File: src/rtl/rx_cmd_controller_pkg.sv
// Shared ALU-UART definitions: command codes, FSM states, operand widths.
package rx_cmd_controller_pkg;

    localparam int OPERAND_W = 8;
    localparam int OPCODE_W  = 6;

    localparam logic [7:0] CMD_LOAD_A  = 8'h01;
    localparam logic [7:0] CMD_LOAD_B  = 8'h02;
    localparam logic [7:0] CMD_LOAD_OP = 8'h03;
    localparam logic [7:0] CMD_DISPLAY = 8'h04;

    typedef enum logic [1:0] {
        S_IDLE         = 2'd0,
        S_WAIT_DATA    = 2'd1,
        S_WAIT_TX_FREE = 2'd2
    } rx_state_t;

    typedef enum logic [1:0] {
        SEL_NONE = 2'd0,
        SEL_A    = 2'd1,
        SEL_B    = 2'd2,
        SEL_OP   = 2'd3
    } load_sel_t;

    function automatic logic [OPCODE_W-1:0] opcode_of(input logic [7:0] b);
        return b[OPCODE_W-1:0];
    endfunction

endpackage

File: src/rtl/rx_cmd_controller_timeout_timer.sv
// Counts idle cycles while waiting for a load data byte; expired is held at the last count.
module rx_timeout_timer #(
    parameter int TIMEOUT_CYCLES = 10_000_000
) (
    input  logic clk,
    input  logic reset,
    input  logic clear,
    input  logic enable,
    output logic expired
);

    localparam int CNT_W = (TIMEOUT_CYCLES > 1) ? $clog2(TIMEOUT_CYCLES) : 1;
    localparam logic [CNT_W-1:0] LAST_COUNT = CNT_W'(TIMEOUT_CYCLES - 1);

    logic [CNT_W-1:0] r_count;
    logic             w_at_last;

    assign w_at_last = (r_count == LAST_COUNT);
    assign expired   = w_at_last;

    // Counter saturates at the last value so expired cannot wrap back low.
    always_ff @(posedge clk) begin
        if (reset || clear) begin
            r_count <= {CNT_W{1'b0}};
        end else if (enable && !w_at_last) begin
            r_count <= r_count + CNT_W'(1);
        end else begin
            r_count <= r_count;
        end
    end

endmodule

File: src/rtl/rx_cmd_controller.sv
// Decodes UART command bytes into ALU operand/opcode loads and display requests.
module rx_cmd_controller
    import rx_cmd_controller_pkg::*;
#(
    parameter int TIMEOUT_CYCLES = 10_000_000
) (
    input  logic                clk,
    input  logic                reset,
    input  logic [7:0]          rx_data,
    input  logic                rx_done_pulse,
    input  logic                tx_busy,
    output logic [OPERAND_W-1:0] op_a,
    output logic [OPERAND_W-1:0] op_b,
    output logic [OPCODE_W-1:0]  op_code,
    output logic                display_cmd_pulse,
    output logic                cmd_error
);

    rx_state_t              r_state;
    rx_state_t              w_state_next;
    load_sel_t              r_sel;
    load_sel_t              w_sel_next;
    logic [OPERAND_W-1:0]   r_op_a;
    logic [OPERAND_W-1:0]   r_op_b;
    logic [OPCODE_W-1:0]    r_op_code;
    logic                   r_display;
    logic                   r_error;
    logic                   w_display_next;
    logic                   w_error_next;
    logic                   w_wr_a;
    logic                   w_wr_b;
    logic                   w_wr_op;
    logic                   w_timer_clear;
    logic                   w_timer_en;
    logic                   w_expired;

    rx_timeout_timer #(
        .TIMEOUT_CYCLES (TIMEOUT_CYCLES)
    ) u_timer (
        .clk     (clk),
        .reset   (reset),
        .clear   (w_timer_clear),
        .enable  (w_timer_en),
        .expired (w_expired)
    );

    // Next-state, load strobes and pulse requests.
    always_comb begin
        w_state_next   = r_state;
        w_sel_next     = r_sel;
        w_display_next = 1'b0;
        w_error_next   = 1'b0;
        w_wr_a         = 1'b0;
        w_wr_b         = 1'b0;
        w_wr_op        = 1'b0;
        w_timer_clear  = 1'b0;
        w_timer_en     = 1'b0;
        case (r_state)
            S_IDLE: begin
                w_timer_clear = 1'b1;
                if (rx_done_pulse) begin
                    case (rx_data)
                        CMD_LOAD_A: begin
                            w_sel_next   = SEL_A;
                            w_state_next = S_WAIT_DATA;
                        end
                        CMD_LOAD_B: begin
                            w_sel_next   = SEL_B;
                            w_state_next = S_WAIT_DATA;
                        end
                        CMD_LOAD_OP: begin
                            w_sel_next   = SEL_OP;
                            w_state_next = S_WAIT_DATA;
                        end
                        CMD_DISPLAY: begin
                            if (tx_busy) begin
                                w_state_next = S_WAIT_TX_FREE;
                            end else begin
                                w_display_next = 1'b1;
                            end
                        end
                        default: w_error_next = 1'b1;
                    endcase
                end else begin
                    w_state_next = S_IDLE;
                end
            end
            S_WAIT_DATA: begin
                // A data byte arriving on the expiry cycle still counts as data.
                if (rx_done_pulse) begin
                    case (r_sel)
                        SEL_A:   w_wr_a  = 1'b1;
                        SEL_B:   w_wr_b  = 1'b1;
                        SEL_OP:  w_wr_op = 1'b1;
                        default: w_wr_a  = 1'b0;
                    endcase
                    w_sel_next   = SEL_NONE;
                    w_state_next = S_IDLE;
                end else if (w_expired) begin
                    w_error_next = 1'b1;
                    w_sel_next   = SEL_NONE;
                    w_state_next = S_IDLE;
                end else begin
                    w_timer_en = 1'b1;
                end
            end
            S_WAIT_TX_FREE: begin
                if (rx_done_pulse) begin
                    w_error_next = 1'b1;
                end else begin
                    w_error_next = 1'b0;
                end
                if (!tx_busy) begin
                    w_display_next = 1'b1;
                    w_state_next   = S_IDLE;
                end else begin
                    w_state_next = S_WAIT_TX_FREE;
                end
            end
            default: begin
                w_sel_next   = SEL_NONE;
                w_state_next = S_IDLE;
            end
        endcase
    end

    // State, selector, operand registers and registered pulses.
    always_ff @(posedge clk) begin
        if (reset) begin
            r_state   <= S_IDLE;
            r_sel     <= SEL_NONE;
            r_op_a    <= 8'h00;
            r_op_b    <= 8'h00;
            r_op_code <= 6'h00;
            r_display <= 1'b0;
            r_error   <= 1'b0;
        end else begin
            r_state   <= w_state_next;
            r_sel     <= w_sel_next;
            r_display <= w_display_next;
            r_error   <= w_error_next;
            if (w_wr_a) begin
                r_op_a <= rx_data;
            end
            if (w_wr_b) begin
                r_op_b <= rx_data;
            end
            if (w_wr_op) begin
                r_op_code <= opcode_of(rx_data);
            end
        end
    end

    assign op_a              = r_op_a;
    assign op_b              = r_op_b;
    assign op_code           = r_op_code;
    assign display_cmd_pulse = r_display;
    assign cmd_error         = r_error;

endmodule

File: config.mk
export PLATFORM = sky130hd
export DESIGN_NAME = rx_cmd_controller
export DESIGN_NICKNAME = d
export VERILOG_FILES = /design/src/rtl/rx_cmd_controller_pkg.sv /design/src/rtl/rx_cmd_controller_timeout_timer.sv /design/src/rtl/rx_cmd_controller.sv
export SDC_FILE = /design/constraint.sdc
export NUM_CORES = 1
export LEC_CHECK = 0
export ABC_CLOCK_PERIOD_IN_PS = 2290
export CAP_MARGIN = 20
export CORE_AREA = 2 2 71 80
export CTS_CLUSTER_DIAMETER = 200
export DETAILED_ROUTE_END_ITERATION = 16
export DIE_AREA = 0 0 73 82
export PLACE_DENSITY = 0.77
export SLEW_MARGIN = 20
export SYNTH_ARGS = -nofsm -noshare
export SYNTH_HDL_FRONTEND = slang
export SYNTH_HIERARCHICAL = 1
export SYNTH_SLANG_ARGS = --single-unit
File: constraint.sdc
create_clock -name clk -period 2.29 [get_ports clk]
set_input_delay 0.5725 -clock clk [delete_from_list [all_inputs] [get_ports clk]]
set_output_delay 0.5725 -clock clk [all_outputs]
set_load 0.05 [all_outputs]
==> run_results.csv <==
group,metric,value,unit
run_status,status,"complete, no violations",
worst_hold_path,hold_class,"register to register",
grt,gr-usage-all-layers,0.189,
logic_synthesis,synth-seq-cells,52,
sta,min_period_over_period,0.929,
cts,post_cts_resized,0,
cts,holdBufCountCts,0,
critical_path,crit_required,2.47,ns
die,initial_core_util,0.460,
logic_synthesis,synth_top_flop_cell,"dfxtp_1",
logic_synthesis,ys_top_cells_by_area,"dfxtp_1 43%, nand3_1 6.2%, a21oi_1 5.8%",
placed_design,post_dp_cell_area,2920,µm²
cts,cts_buffers,5,
cts,clk_pin_slew,0.10,ns
sta,rsz0062_at_grt,"no",
finish,final_util,0.589,
power_and_ir_drop,leakagePower,1.09,nW
cts,cts_max_path_buffers,2,
sta,max_freq,470,MHz
logic_synthesis,synth_warnings,6,
die,die-area,5990,µm²
logic_synthesis,ys_seq_area_frac,0.433,
placed_design,dp_hpwl,3.90,mm
power_and_ir_drop,power_density,534,nW/µm²
critical_path,crit_path_start_kind,"register",
cts,cts_tree,"yes",
route,drt_first_pass_iters,4,
route,viasPerCell,5.57,
grt,grt_max_degree,26,
route,num_vias,2139,
sta,fin_ws,0.162,ns
grt,grt_pass1_wl,8.86,mm
cts,post_cts_buffers,0,
cts,htree_num_levels,2,
route,drt-initial-drc-count,121,
finish,antenna_cells,0,
route,drc_errors,0,
sta,period_needed,2.13,ns
logic_synthesis,ys_types,52,
route,drt-wirelength-per-cell,14.2,µm
sta,setup_viol,0,
finish,stdcell_area,3070,µm²
die,core,5220,µm²
logic_synthesis,synth.cell_area,2400,µm²
critical_path,arrival,2.31,ns
sta,slew_viol_final,0,
run,cap_violations,0,
power_and_ir_drop,peakVddDrop,0.300,mV
logic_synthesis,async_reset_ff_frac,0,
cts,cts-root-buf,"clkbuf_8",
sta,clock_skew,0.0119,ns
finish,nets,336,
cts,clkSinkCount,52,
sta,max_slew.worst_pin.slew,0.509,ns
die,fp.dieH,82,µm
logic_synthesis,avgSynthCellArea,8.74,µm²
finish,syn2layout_area_growth,27.9,%
logic_synthesis,synth_top_cell_by_area,"dfxtp_1",
sta,hold_viol_final,0,
grt,antenna_found_initial,0,
route,final_antenna_net_count,0,
cts,clk_latency,0.31,ns
placed_design,gp_congestion,0.796,
sta,hold_slack,0.479,ns
die,ios,36,
logic_synthesis,synth_nets,288,
placed_design,dp_slack,-0.0622,ns
die,num_rows,28,
logic_synthesis,synthCells,275,
die,dieWidth,73,µm
logic_synthesis,synth_edf_count,0,
grt,gr-total-overflow,0,
route,wl,5.45,mm
grt,grt_pass1_vias,1923,
finish,drive_gt1_frac,0.167,
critical_path,crit_fanout,9,
critical_path,cp-end-kind,"register",
sta,timing.slew.headroom,0.660,
logic_synthesis,yosysTopAreaCellShare,0.433,
critical_path,crit_type,"register to register",
placed_design,port_buffers,35,
==> flip-flops by register name, summed over array words and instances (netlist names) <==
signal,cells
display_cmd_pulse,1
u_timer/r_count,24
op_a,8
r_state,2
r_sel,2
op_code,6
cmd_error,1
op_b,8
==> layout by cell type, fill, tap and decap left out, drive strengths merged, types with 3 or more instances in the layout <==
master	instances
clkbuf	6
and3	10
nand3b	4
nand2	6
a21oi	28
nor4	3
nand3	31
and4	4
nand4	7
xor2	15
or3	4
nor3	7
inv	5
clkdlybuf4s50	35
o21ai	29
buf	26
dfxtp	52
nor2	24
==> where the power goes <==
group / total [mW] / leakage, nW / internal (mW) / switching [mW]
logic: 0.0710 / 0.607 / 0.0316 / 0.0395
registers: 0.904 / 0.421 / 0.903 / 0.000659
clock network: 0.666 / 0.0614 / 0.358 / 0.309
total: 1.64 / 1.09 / 1.29 / 0.349
==> metrics by stage <==
step / setup TNS, ns / instances / power, mW
floorplan: 0 / 275 / 0.955
global placement: -0.0503 / 376 / 0.997
detailed placement: -0.226 / 376 / 0.996
CTS: 0 / 384 / 1.65
global route: 0 / 384 / 1.70
finish: 0 / 384 / 1.64
==> worst max-delay path: stages (launching register included) <==
cell	delay [ns]
dfxtp_1	0.35
nand4_1	0.10
or3_4	0.36
nor3_4	0.22
nor3_2	0.07
and4_4	0.19
and3_1	0.18
buf_6	0.14
and3_1	0.18
xnor2_1	0.14
nor2_1	0.06
==> cell families (layout without fill, tap and decap cells) <==
family	after synthesis	after routing	synth area share
and+or+nand+nor	112	112	0.285
AOI/OAI and AO/OA	67	67	0.154
DFF	52	52	0.433
buffers and inverters	25	74	0.0567
xor gates and xnor gates	17	17	0.0619
adders and majority gates	1	1	0.00520
muxes	1	1	0.00416
==> per-layer routing <==
layer / up-vias / GRT usage / part of all wire
li1: 1080 / - / -
met1: 999 / 0.225 / 0.45
met2: 53 / 0.334 / 0.50
met3: 7 / 0.0417 / 0.038
met4: 0 / 0.0593 / 0.011
met5: - / 0 / 0
==> synth_stat cells (all sizes together) (2+ instances only) <==
master and instances:
nand2 6, clkbuf 8, a21oi 28, and3 10, and4b 2, nor2 24, xor2 15, nor4 3
and2 2, nand3b 4, inv 5, xnor2 2, buf 11, dfxtp 52, nand4 7, or3 4
o21ai 29, and4 4, nand3 31, nor4b 2, nor3 7
==> worst paths after layout <==
kind,end,start,cells past startpoint,slack (ns)
setup / recovery,u_timer/r_count[10],u_timer/r_count[19],10,0.16
hold / removal,op_code[2],op_code[2],2,0.48
setup reg to reg,u_timer/r_count[10],u_timer/r_count[19],10,0.16
hold reg to reg,op_code[2],op_code[2],2,0.48
==> cell type report <==
cell class	count	area, µm²
well taps	60	75.1
repair buffers	61	562
multi-input cells	198	1250
clock buffers	6	82.6
clock inverters	2	38.8
fillers	477	2150
inverters	5	18.8
flip-flops and latches	52	1050
(Power assumes the default switching activity.)
